[src/rtl/fifo_18to36_pkg.sv]
// Shared widths, depths and the output-stage word type for the 16-to-32 bit FIFO controller.
// Also holds the even-parity byte checker used when FIFO_PARITY_CHECK_EN is defined.
package fifo_18to36_pkg;

  localparam int HW_W     = 16;
  localparam int WD_W     = 32;
  localparam int HP_W     = 2;
  localparam int WP_W     = 4;
  localparam int DEPTH_HW = 1024;
  localparam int DEPTH_WD = 512;
  localparam int WPTR_W   = 11;
  localparam int RPTR_W   = 10;
  localparam int LVL_W    = 11;
  localparam int ADDRA_W  = 10;
  localparam int ADDRB_W  = 9;

  typedef struct packed {
    logic [WP_W-1:0] par;
    logic [WD_W-1:0] dat;
  } word_t;

  // High when any byte disagrees with its parity bit under even parity.
  function automatic logic par_bad(input word_t w);
    logic bad;
    bad = 1'b0;
    for (int i = 0; i < WP_W; i++) begin
      bad = bad | ((^w.dat[8*i +: 8]) ^ w.par[i]);
    end
    return bad;
  endfunction

endpackage

[src/rtl/fifo_18to36_skid.sv]
// Two-entry FWFT output buffer fed by the registered RAM port B; capture one edge after issue.
// Backpressure: rd_ready low holds the head; slot_ok tells the issuer whether a read may launch.
module fifo_18to36_skid
  import fifo_18to36_pkg::*;
(
  input  logic       clk,
  input  logic       rst_n,
  input  logic       flush,
  input  logic       issue,
  input  logic       rd_ready,
  input  word_t      din,
  output logic       rd_valid,
  output word_t      head,
  output logic [1:0] occ,
  output logic       inf,
  output logic       slot_ok
);

  logic [1:0] occ_q;
  logic       inf_q;
  word_t      e0, e1;
  logic       pop, cap;

  assign pop      = rd_valid && rd_ready;
  // A read in flight during flush returns stale data, so its capture is dropped.
  assign cap      = inf_q && !flush;
  assign rd_valid = (occ_q != 2'd0);
  assign head     = e0;
  assign occ      = occ_q;
  assign inf      = inf_q;
  assign slot_ok  = ((occ_q + {1'b0, inf_q}) < 2'd2) || pop;

  always_ff @(posedge clk or negedge rst_n) begin
    if (!rst_n) begin
      occ_q <= 2'd0;
      inf_q <= 1'b0;
      e0    <= '0;
      e1    <= '0;
    end else if (flush) begin
      occ_q <= 2'd0;
      inf_q <= 1'b0;
      e0    <= '0;
      e1    <= '0;
    end else begin
      inf_q <= issue;
      case ({cap, pop})
        2'b10: begin
          if (occ_q == 2'd0) e0 <= din;
          else               e1 <= din;
          occ_q <= occ_q + 2'd1;
        end
        2'b01: begin
          e0    <= e1;
          occ_q <= occ_q - 2'd1;
        end
        2'b11: begin
          if (occ_q == 2'd2) begin
            e0 <= e1;
            e1 <= din;
          end else begin
            e0 <= din;
          end
        end
        default: ;
      endcase
    end
  end

endmodule

[src/rtl/fifo_18to36_ctrl.sv]
// RAMB16_S18_S36 controller: 16b writes on port A, 32b FWFT reads from port B; word valid 2 edges after its 2nd halfword.
// Backpressure: wr_ready drops at LEVEL 1024 or flush; PAR_ERR checker built only with FIFO_PARITY_CHECK_EN.
module fifo_18to36_ctrl
  import fifo_18to36_pkg::*;
#(
  parameter logic [LVL_W-1:0] AFULL_LVL  = 11'd960,
  parameter logic [LVL_W-1:0] AEMPTY_LVL = 11'd4
) (
  input  logic               clk,
  input  logic               rst_n,
  input  logic               flush,
  input  logic               wr_valid,
  output logic               wr_ready,
  input  logic [HW_W-1:0]    wr_data,
  input  logic [HP_W-1:0]    wr_par,
  output logic               rd_valid,
  input  logic               rd_ready,
  output logic [WD_W-1:0]    rd_data,
  output logic [WP_W-1:0]    rd_par,
  output logic [LVL_W-1:0]   level,
  output logic               full,
  output logic               empty,
  output logic               almost_full,
  output logic               almost_empty,
  output logic               par_err,
  output logic [ADDRA_W-1:0] addra,
  output logic [HW_W-1:0]    dia,
  output logic [HP_W-1:0]    dipa,
  output logic               ena,
  output logic               wea,
  output logic               ssra,
  output logic [ADDRB_W-1:0] addrb,
  output logic [WD_W-1:0]    dib,
  output logic [WP_W-1:0]    dipb,
  output logic               enb,
  output logic               web,
  output logic               ssrb,
  input  logic [WD_W-1:0]    dob,
  input  logic [WP_W-1:0]    dopb
);

  logic [WPTR_W-1:0] wp;
  logic [RPTR_W-1:0] rp;
  logic              wr_acc, issue, slot_ok, inf;
  logic [1:0]        occ;
  word_t             head, din;

  // Pointers are registers, so LEVEL and the flags only see handshakes up to the last edge.
  assign level        = wp - {rp, 1'b0};
  assign full         = (level == LVL_W'(DEPTH_HW));
  assign empty        = (level < 11'd2) && (occ == 2'd0) && !inf;
  assign almost_full  = (level >= AFULL_LVL);
  assign almost_empty = (level <= AEMPTY_LVL);

  assign wr_ready = !full && !flush;
  assign wr_acc   = wr_valid && wr_ready;
  assign issue    = !flush && (level >= 11'd2) && slot_ok;

  assign ena   = wr_acc;
  assign wea   = wr_acc;
  assign addra = wp[ADDRA_W-1:0];
  assign dia   = wr_data;
  assign dipa  = wr_par;
  assign ssra  = 1'b0;

  assign enb   = issue;
  assign addrb = rp[ADDRB_W-1:0];
  assign web   = 1'b0;
  assign dib   = '0;
  assign dipb  = '0;
  assign ssrb  = 1'b0;

  always_ff @(posedge clk or negedge rst_n) begin
    if (!rst_n) begin
      wp <= '0;
      rp <= '0;
    end else if (flush) begin
      wp <= '0;
      rp <= '0;
    end else begin
      wp <= wp + WPTR_W'(wr_acc);
      rp <= rp + RPTR_W'(issue);
    end
  end

  assign din = '{par: dopb, dat: dob};

  fifo_18to36_skid u_skid (
    .clk      (clk),
    .rst_n    (rst_n),
    .flush    (flush),
    .issue    (issue),
    .rd_ready (rd_ready),
    .din      (din),
    .rd_valid (rd_valid),
    .head     (head),
    .occ      (occ),
    .inf      (inf),
    .slot_ok  (slot_ok)
  );

  assign rd_data = head.dat;
  assign rd_par  = head.par;

`ifdef FIFO_PARITY_CHECK_EN
  logic par_err_q;

  always_ff @(posedge clk or negedge rst_n) begin
    if (!rst_n)                               par_err_q <= 1'b0;
    else if (flush)                           par_err_q <= 1'b0;
    else if (inf && par_bad(din))             par_err_q <= 1'b1;
  end

  assign par_err = par_err_q;
`else
  assign par_err = 1'b0;
`endif

endmodule

[config.mk]
export PLATFORM = sky130hd
export DESIGN_NAME = fifo_18to36_ctrl
export DESIGN_NICKNAME = d
export VERILOG_FILES = /design/src/rtl/fifo_18to36_pkg.sv /design/src/rtl/fifo_18to36_skid.sv /design/src/rtl/fifo_18to36_ctrl.sv
export SDC_FILE = /design/constraint.sdc
export NUM_CORES = 1
export LEC_CHECK = 0
export CAP_MARGIN = 5
export CORE_MARGIN = 2
export CORE_UTILIZATION = 35
export DETAILED_ROUTE_END_ITERATION = 10
export PLACE_DENSITY = 0.69
export RECOVER_POWER = 25
export SLEW_MARGIN = 10
export SYNTH_ARGS = -nofsm -noshare
export SYNTH_HDL_FRONTEND = slang
export SYNTH_HIERARCHICAL = 1
export SYNTH_SLANG_ARGS = --single-unit
[constraint.sdc]
create_clock -name clk -period 4.19 [get_ports clk]
set_input_delay 0.838 -clock clk [delete_from_list [all_inputs] [get_ports clk]]
set_output_delay 0.838 -clock clk [all_outputs]
set_load 0.005 [all_outputs]
## Word-level counts from Yosys, hierarchy flattened

Cells that the tools add are included.

| storage, ports and cells | value |
|---|---|
| logic and storage cells | 59 |
| flip-flop bits (word level) | 96 |
| output and inout port bits | 133 |

| operators by class | value |
|---|---|
| reductions and logical operators | 19 |
| $lt $le $gt $ge | 5 |
| eq/ne operators | 8 |
| multiplexer cells | 13 |
| $add $sub $neg | 6 |

Operators by type and width:

| cell | number |
|---|---|
| two-way mux 36 bit | 6 |
| one-hot mux 36 bit (3 select lines) | 1 |
| one-hot mux 36 bit (2 select lines) | 1 |
| adder 11 x 1 -> 11 bit | 1 |
| equality test 11 bit (second input constant) | 1 |
| >= comparator 11 x 10 -> 1 bit (second input constant) | 1 |
| >= comparator 11 x 2 -> 1 bit (second input constant) | 1 |
| less-or-equal comparator 11 x 3 -> 1 bit (second input constant) | 1 |
| less-than comparator 11 x 2 -> 1 bit (second input constant) | 1 |
| two-way mux 11 bit | 1 |
| subtractor 11 bit | 1 |
| adder 10 x 1 -> 10 bit | 1 |
| two-way mux 10 bit | 1 |
| logical AND 1 bit | 8 |
| equality test 2 bit (second input constant) | 3 |
| inequality test 3 bit (second input constant) | 2 |
| nonzero test 3 bit | 2 |
| one-hot mux 2 bit (2 select lines) | 1 |
| nonzero test 4 bit | 1 |
| logical NOT 1 bit | 3 |
| inequality test 3 x 2 -> 1 bit (second input constant) | 1 |
| AND reduction 3 bit | 1 |
| adder 2 x 1 -> 2 bit | 1 |
| adder 2 x 1 -> 2 bit (second input constant) | 1 |
| other kinds (9) | 9 |

## Depth between registers and ports, before layout

Gate-level depths: netlist of the first run.

| depth | value |
|---|---|
| word-level depth | 7 |
| gate-level depth with buffers | 16 |
| gate-level depth less buffers | 15 |

## By module

Netlist of the first run, hierarchy kept.

By module, submodules not included:

| module | cells an instance | area each (µm²) | sequential area each (µm²) | instances |
|---|---|---|---|---|
| fifo_18to36_skid | 470 | 4,580.6 | 1,876.8 | 1 |
| fifo_18to36_ctrl | 269 | 2,322.2 | 525.5 | 1 |

## Least setup slack after synthesis of the first run

Ideal clock, no wire load.

| timing path | value |
|---|---|
| path kind | flip-flop to output port |
| start point | reg wp[1] |
| end point | out wea |
| data required time | 3.352 ns |
| cell stages (with the launch flop) | 11 |
| setup slack | 0.893 ns |
| data arrival time | 2.459 ns |
| cell sequence | dfrtp_1 > inv_1 > ha_1 > fa_1 > and2b_1 > o211a_1 > o211ai_2 > nor3_4 > nand4bb_4 > o41a_1 > buf_4 |

| between the ends | value |
|---|---|
| longest elaborated chain between the ends | 5 |

RTL lines:

| what | RTL line | text |
|---|---|---|
| from (decl) | fifo_18to36_ctrl.sv:42 | `logic [WPTR_W-1:0] wp;` |
| from (signal assigned) | fifo_18to36_ctrl.sv:81 | `wp <= wp + WPTR_W'(wr_acc);` |
| subtractor 11 bit | fifo_18to36_ctrl.sv:49 | `assign level = wp - {rp, 1'b0};` |
| named net level[7] | fifo_18to36_ctrl.sv:20 | `output logic [LVL_W-1:0] level,` |
| equality test 11 bit | fifo_18to36_ctrl.sv:50 | `assign full = (level == LVL_W'(DEPTH_HW));` |
| logical NOT 1 bit | fifo_18to36_ctrl.sv:55 | `assign wr_ready = !full && !flush;` |
| logical AND 1 bit | fifo_18to36_ctrl.sv:55 |  |
| logical AND 1 bit | fifo_18to36_ctrl.sv:56 | `assign wr_acc = wr_valid && wr_ready;` |
| to (decl) | fifo_18to36_ctrl.sv:30 | `output logic wea,` |

The timed path passes the listed nets, and every way through them passes these cells.

## Worst setup path in the final report of the first run

| timing path | value |
|---|---|
| start point | reg rp[4] |
| end point | out enb |

| between the ends | value |
|---|---|
| longest elaborated chain between the ends | 4 |

RTL lines:

| what | RTL line | text |
|---|---|---|
| from (decl) | fifo_18to36_ctrl.sv:43 | `logic [RPTR_W-1:0] rp;` |
| from (signal assigned) | fifo_18to36_ctrl.sv:82 | `rp <= rp + RPTR_W'(issue);` |
| subtractor 11 bit | fifo_18to36_ctrl.sv:49 |  |
| >= comparator 11 x 2 -> 1 bit | fifo_18to36_ctrl.sv:57 | `assign issue = !flush && (level >= 11'd2) && slot_ok;` |
| logical AND 1 bit (2 in a row) | fifo_18to36_ctrl.sv:57 |  |
| to (decl) | fifo_18to36_ctrl.sv:35 | `output logic enb,` |

No other way between the ends.

==> results of run 1 <==
==> worst max path at each step <==
| stage | end | cells after the start |
|---|---|---|
| final | enb | 9 |
| after global routing | ena | 10 |
| after CTS | enb | 10 |
| after detailed placement | enb | 10 |
| after global placement | enb | 10 |
| after floorplan | wea | 10 |
==> cell type report <==
type | instances | area (µm²) | share of cell area (%)
clock buffers | 10 | 239 | 2.96
flip-flops and latches | 96 | 2410 | 29.9
clock inverters | 6 | 65.1 | 0.807
repair buffers | 127 | 1250 | 15.5
inverters | 55 | 209 | 2.59
well taps | 265 | 332 | 4.11
multi-input cells | 492 | 3560 | 44.2
==> flip-flops by register name, summed over array words and instances, names as in the netlist <==
| signal | flops |
|---|---|
| u_skid/e1 | 36 |
| u_skid/head | 36 |
| wp | 11 |
| rp | 10 |
| u_skid/occ | 2 |
| u_skid/inf | 1 |
==> logic make-up after synthesis <==
| kind of cell | count (synthesis) | synth area share (%) |
|---|---|---|
| AOI/OAI and AO/OA | 145 | 16.3 |
| xor gates and xnor gates | 23 | 3.19 |
| adders and majority gates | 14 | 2.65 |
| buffers and inverters | 190 | 16.2 |
| DFF | 96 | 34.8 |
| muxes | 39 | 6.31 |
| other | 1 | 0.0543 |
| and+or+nand+nor | 231 | 20.5 |
==> cells in the mapped netlist (all sizes together) (2+ instances only) <==
| library cell | count | area (µm²) |
|---|---|---|
| buf | 106 | 800 |
| dfrtp | 96 | 2400 |
| nor2 | 60 | 241 |
| inv | 55 | 209 |
| nor2b | 45 | 289 |
| a21oi | 43 | 226 |
| or3 | 37 | 231 |
| mux2 | 36 | 405 |
| and3b | 35 | 307 |
| a2111oi | 34 | 298 |
| o32ai | 34 | 298 |
| clkbuf | 29 | 109 |
| ha | 13 | 163 |
| nand3 | 13 | 65.1 |
| xnor2 | 13 | 114 |
| xor2 | 10 | 106 |
| nand2 | 9 | 33.8 |
| o21ai | 9 | 45.0 |
| nand2b | 8 | 50.1 |
| nor3 | 7 | 51.3 |
| and3 | 4 | 30.0 |
| mux2i | 3 | 30.0 |
| a211o | 2 | 17.5 |
| a31oi | 2 | 27.5 |
| a32oi | 2 | 17.5 |
| nand3b | 2 | 15.0 |
| nand4 | 2 | 12.5 |
| nor3b | 2 | 15.0 |
| nor4 | 2 | 12.5 |
| o2111ai | 2 | 30.0 |
| o211ai | 2 | 20.0 |
| o21a | 2 | 15.0 |
| o221ai | 2 | 17.5 |
| o22ai | 2 | 12.5 |
| o311a | 2 | 20.0 |
| o41a | 2 | 22.5 |
==> layout by cell type (no fill, tap or decap), types with 12 or more instances in the layout <==
cell type        instances
a2111oi_0               34
a21oi_1                 41
and3b_1                 35
buf_4                   12
clkdlybuf4s50_1        113
conb_1                  40
dfrtp_1                 93
ha_1                    13
inv_1                   53
mux2_2                  35
nand3_1                 13
nor2_1                  59
nor2b_1                 44
o32ai_1                 34
or3_1                   37
xnor2_1                 13
==> metal layers <==
layer | share of wire, % | global-route usage [%] | vias to the layer above | wire length, µm
met5 | 0 | 0 | - | 0
met2 | 44 | 27.0 | 194 | 7950
met4 | 2.0 | 6.90 | 0 | 365
met1 | 47 | 22.8 | 2664 | 8520
met3 | 6.2 | 3.18 | 23 | 1110
li1 | - | - | 2582 | -
==> worst reg2reg max path, cell delays in order, from the launching register on <==
cell       delay (ns)
dfrtp_1          0.38
inv_1            0.06
ha_1             0.25
fa_2             0.38
nand2b_1         0.18
a21oi_1          0.19
o21ai_0          0.12
a211o_1          0.33
nand4bb_4        0.16
o311a_4          0.20
ha_1             0.18
ha_1             0.21
nand2_1          0.10
or3_1            0.33
xnor2_1          0.16
nor2_1           0.05
==> report_power, final <==
part	switching, mW	internal [mW]
Clock	0.378	0.482
Combinational	0.317	0.324
Sequential	0.0494	0.988
==> through the flow <==
stage	area [µm²]	utilization (%)	TNS, ns
2_1_floorplan	7050	-	0
3_3_place_gp	7730	39.9	0
3_5_place_dp	7730	39.9	0
4_1_cts	8040	41.4	0
5_1_grt	8060	41.6	-0.0262
6_report	8060	41.6	0
==> results.toml, run 1 <==
[place]
numPortBuffers = 115
gp_congestion = 0.862
place_ws_ns = 0.410
hpwlAfterDp_um = 11400
place_inst = 1035

[worst_setup_path]
r2r_slack_ns = 0.77
cp-start-kind = "flop"
worstPathMaxFanout = 9
max_stage_delay_ns = 0.52
startpoint = "rp[4]$_DFF_PN0_"
regToRegStartpoint = "wp[1]$_DFF_PN0_"
r2r_end = "rp[6]$_DFF_PN0_"
critPathCaptureType = "output port"
crit_required_ns = 3.35
path_cells = "inv_1 > ha_1 > o2111ai_2 > and3_4 > o221a_4 > xor2_4 > inv_4 > o311a_4 > clkdlybuf4s50_1"
r2r_cells = 15
path_buf_inv = 3
path_delay_family = "compound AO/OA/AOI/OAI gates"
slowest_stage = "ha_1"
path_class = "reg -> out"
cp_data_arrival_time_ns = 3.16

[route]
vias_per_cell = 5.20
antenna_left = 0
drt-pass1-iter-count = 5
first_iter_violations = 278
drcViolationCount = 0
finalWirelength_um = 17900
wl_per_cell_um = 17.1
via_count = 5463

[power]
total_power_mw = 2.54
ir_drop_v = 0.000196
powerDensity_mw_per_mm2 = 315
leakagePower_nw = 3.30

[cells_and_area]
nFillCells = 1955
final-instance-count-excl-fill = 1051
syn2layout_area_growth_pct = 16.8
antenna_cells = 0
drive_gt1_share_pct = 11.5
fin_nets = 854

[grt]
antenna_found_initial = 0
grt_pass1_vias = 5332
grt-ovfl-total = 0
grt_max_degree = 82
grt_first_pass_wirelength_um = 27900
grt_util_all_layers_pct = 17.0

[timing]
finalSetupViolCount = 0
fin_ws_ns = 0.188
fmax_mhz = 250
whs_ns = 0.520
slew_viol_final = 82
fin_crit_sh_pct = 95.5
finalHoldViolCount = 0
slew_headroom_pct = -39.9
post-route-min-period_ns = 4.00
skew_ns = 0.0147
worstMarginPinSlew_ns = 2.10

[hold_path]
worstHoldPathCells = 2
hold_path_end = "u_skid/head[29]$_DFFE_PN0P_"
hp-start = "u_skid/head[29]$_DFFE_PN0P_"
hp-class = "reg -> reg"

[synth]
synth-edff-count = 0
synthFlopType = "dfrtp_1"
avgSynthCellArea_um2 = 9.34
ys_seq_elements = 96
synthesis.area_mm2 = 0.00690
ys_types = 63
ys_warn_count = 6
ys_seq_area_share_pct = 34.8
syn-instance-count = 739
synthArstFlopShare_pct = 100

[clock_tree]
clk_latency_ns = 0.35
hold_buffers = 0
root_buffer = "clkbuf_16"
h-tree-depth = 3
clock_path_buffers = 2
cts_tree = "done"
cts_buffers = 9
cts_repair_resize_count = 0
postCtsSetupBuffers = 0
clock_sinks = 96
clkTransAtPathRegs_ns = 0.07

[status]
outcome = "finished with violations"
violations = "capacitance limit, slew limit"

[floorplan]
rows = 51
io_pins = 192
coreArea_mm2 = 0.0194
start_util_pct = 35.6
die_w_um = 144
die_height_um = 144
die_area_mm2 = 0.0209

[flow_run]
maxCapViolCount = 1
Power figures use the tool's default switching activity.
==> run 2, diff against run 1 <==
CAP_MARGIN = 25   (was 5)
==> run 2 against run 1 <==
  * The flow still finishes with violations (capacitance limit, slew limit)
  * Utilization is 0.29 points higher
  * Routed wire length is 0.28% higher
  * Clock skew is 0.0056 ns lower
  * Hold slack worse by 0.0018 ns
  * Clock-buffer cell count stayed put
  * First-iteration DRC count is 4.3% lower
  * Non-clock buffer count is 3 higher
  * Register-to-register slack hardly changed
  * Largest cell class unchanged
==> results.toml, run 2 (synthesis gave the netlist of run 1 again) <==
[status]
outcome = "finished with violations"
violations = "capacitance limit, slew limit"

[route]
first_iter_violations = 266
via_count = 5482
wl_per_cell_um = 17.1
drt-pass1-iter-count = 5
antenna_left = 0
vias_per_cell = 5.20
finalWirelength_um = 18000
drcViolationCount = 0

[worst_setup_path]
r2r_slack_ns = 0.76
startpoint = "wp[1]$_DFF_PN0_"
worstPathMaxFanout = 6
r2r_end = "wp[10]$_DFF_PN0_"
crit_path_end = "ena"
path_class = "reg -> out"
cp-start-kind = "flop"
r2r_cells = 15
crit_required_ns = 3.35
regToRegStartpoint = "wp[1]$_DFF_PN0_"
critPathCaptureType = "output port"
cp_data_arrival_time_ns = 3.20

[clock_tree]
clock_path_buffers = 2
cts_buffers = 9
clkTransAtPathRegs_ns = 0.07
clk_latency_ns = 0.35
hold_buffers = 0
h-tree-depth = 3
clock_sinks = 96
cts_tree = "done"
root_buffer = "clkbuf_16"

[timing]
rsz0062_at_grt = "no"
tns_ns = 0
worstMarginPinSlew_ns = 2.75
slew_viol_final = 50
post-route-min-period_ns = 4.03
slew_headroom_pct = -83.2
skew_ns = 0.00906
fmax_mhz = 248
fin_crit_sh_pct = 96.3
finalSetupViolCount = 0
whs_ns = 0.518
finalHoldViolCount = 0

[power]
power_frac_comb_pct = 24.1
share_seq_of_total_power_pct = 39.0
powerDensity_mw_per_mm2 = 328
leakagePower_nw = 3.34
power.share.clock_pct = 36.9
internal-power_mw = 1.92
p_sw_mw = 0.744
p_sw_share_pct = 28.0
ir_drop_v = 0.000207

[floorplan]
start_util_pct = 35.6
io_pins = 192
die_w_um = 144
rows = 51
coreArea_mm2 = 0.0194
die_area_mm2 = 0.0209
die_height_um = 144

[hold_path]
hp-class = "reg -> reg"
worstHoldPathCells = 2

[cells_and_area]
final_common_cell = "clkdlybuf4s50_1"
multiInputGateArea_mm2 = 0.00355
fin_nets = 857
antenna_cells = 0
nFillCells = 1917
final-instance-count-excl-fill = 1054
final_cell_mix = "clkdlybuf4s50_1, dfrtp_1, nor2_1"
drive_gt1_share_pct = 11.4
syn2layout_area_growth_pct = 17.6
ff_latch_area_mm2 = 0.00241

[grt]
grt_max_degree = 53
grt_pass1_vias = 5296
grt_util_all_layers_pct = 17.2
antenna_found_initial = 0
grt-ovfl-total = 0
grt_first_pass_wirelength_um = 28200

[place]
gp_congestion = 0.862
place_inst = 1036
numPortBuffers = 115
hpwlAfterDp_um = 11500

[flow_run]
maxCapViolCount = 1
-- run 2: area by class of cell --
type | instances | area share (%)
clock buffers | 10 | 2.94
clock inverters | 6 | 1.39
inverters | 55 | 2.57
multi-input cells | 492 | 43.8
flip-flops and latches | 96 | 29.6
well taps | 265 | 4.09
repair buffers | 130 | 15.6
-- run 2: power by group through the flow --
stage | registers (mW) | clock network (mW) | logic (mW)
after floorplan | 1.04 | 0 | 0.419
after global placement | 1.05 | 0 | 0.628
after detailed placement | 1.06 | 0 | 0.637
after CTS | 1.04 | 1.01 | 0.640
after global routing | 1.05 | 1.05 | 0.703
final | 1.04 | 0.981 | 0.640
-- run 2: how the worst min path moves through the flow --
stage,from,endpoint
2_1_floorplan,u_skid/e1[24]$_DFFE_PN0P_,u_skid/e1[24]$_DFFE_PN0P_
3_3_place_gp,u_skid/e1[24]$_DFFE_PN0P_,u_skid/e1[24]$_DFFE_PN0P_
3_5_place_dp,u_skid/head[2]$_DFFE_PN0P_,u_skid/head[2]$_DFFE_PN0P_
4_1_cts,u_skid/head[29]$_DFFE_PN0P_,u_skid/head[29]$_DFFE_PN0P_
5_1_grt,u_skid/e1[7]$_DFFE_PN0P_,u_skid/e1[7]$_DFFE_PN0P_
6_report,u_skid/head[29]$_DFFE_PN0P_,u_skid/head[29]$_DFFE_PN0P_
-- run 2: worst max-delay path, stage by stage (launching register included) --
cell and delay (ns):
dfrtp_1 0.37, inv_1 0.05, ha_1 0.25, fa_2 0.37, and2b_1 0.23, o211a_1 0.15
o211ai_2 0.15, nor3_4 0.24, nand4bb_4 0.17, o41a_1 0.38, clkdlybuf4s50_1 0.47
-- run 2: layer usage --
layer / vias up / wire, µm / track usage, %
met1: 2711 / 8380 / 23.7
met4: 0 / 166 / 5.67
met3: 9 / 1150 / 3.28
met5: - / 0 / 0
li1: 2586 / - / -
met2: 176 / 8290 / 27.2
-- run 2: through the flow --
stage	utilization (%)	worst slack, ns	power [mW]	cell area, µm²
2_1_floorplan	-	0.893	1.46	7050
6_report	41.8	0.156	2.66	8120
3_3_place_gp	39.9	0.462	1.68	7730
4_1_cts	41.8	0.0221	2.69	8110
3_5_place_dp	40.0	0.409	1.69	7750
5_1_grt	41.8	0.000231	2.80	8120
-- run 2: timing repair --
item | in CTS | in global routing
hold endpoints to repair | 0 | 0
setup endpoints to repair | 0 | 6
gates resized for setup | 0 | 2
buffers inserted | 0 | 2
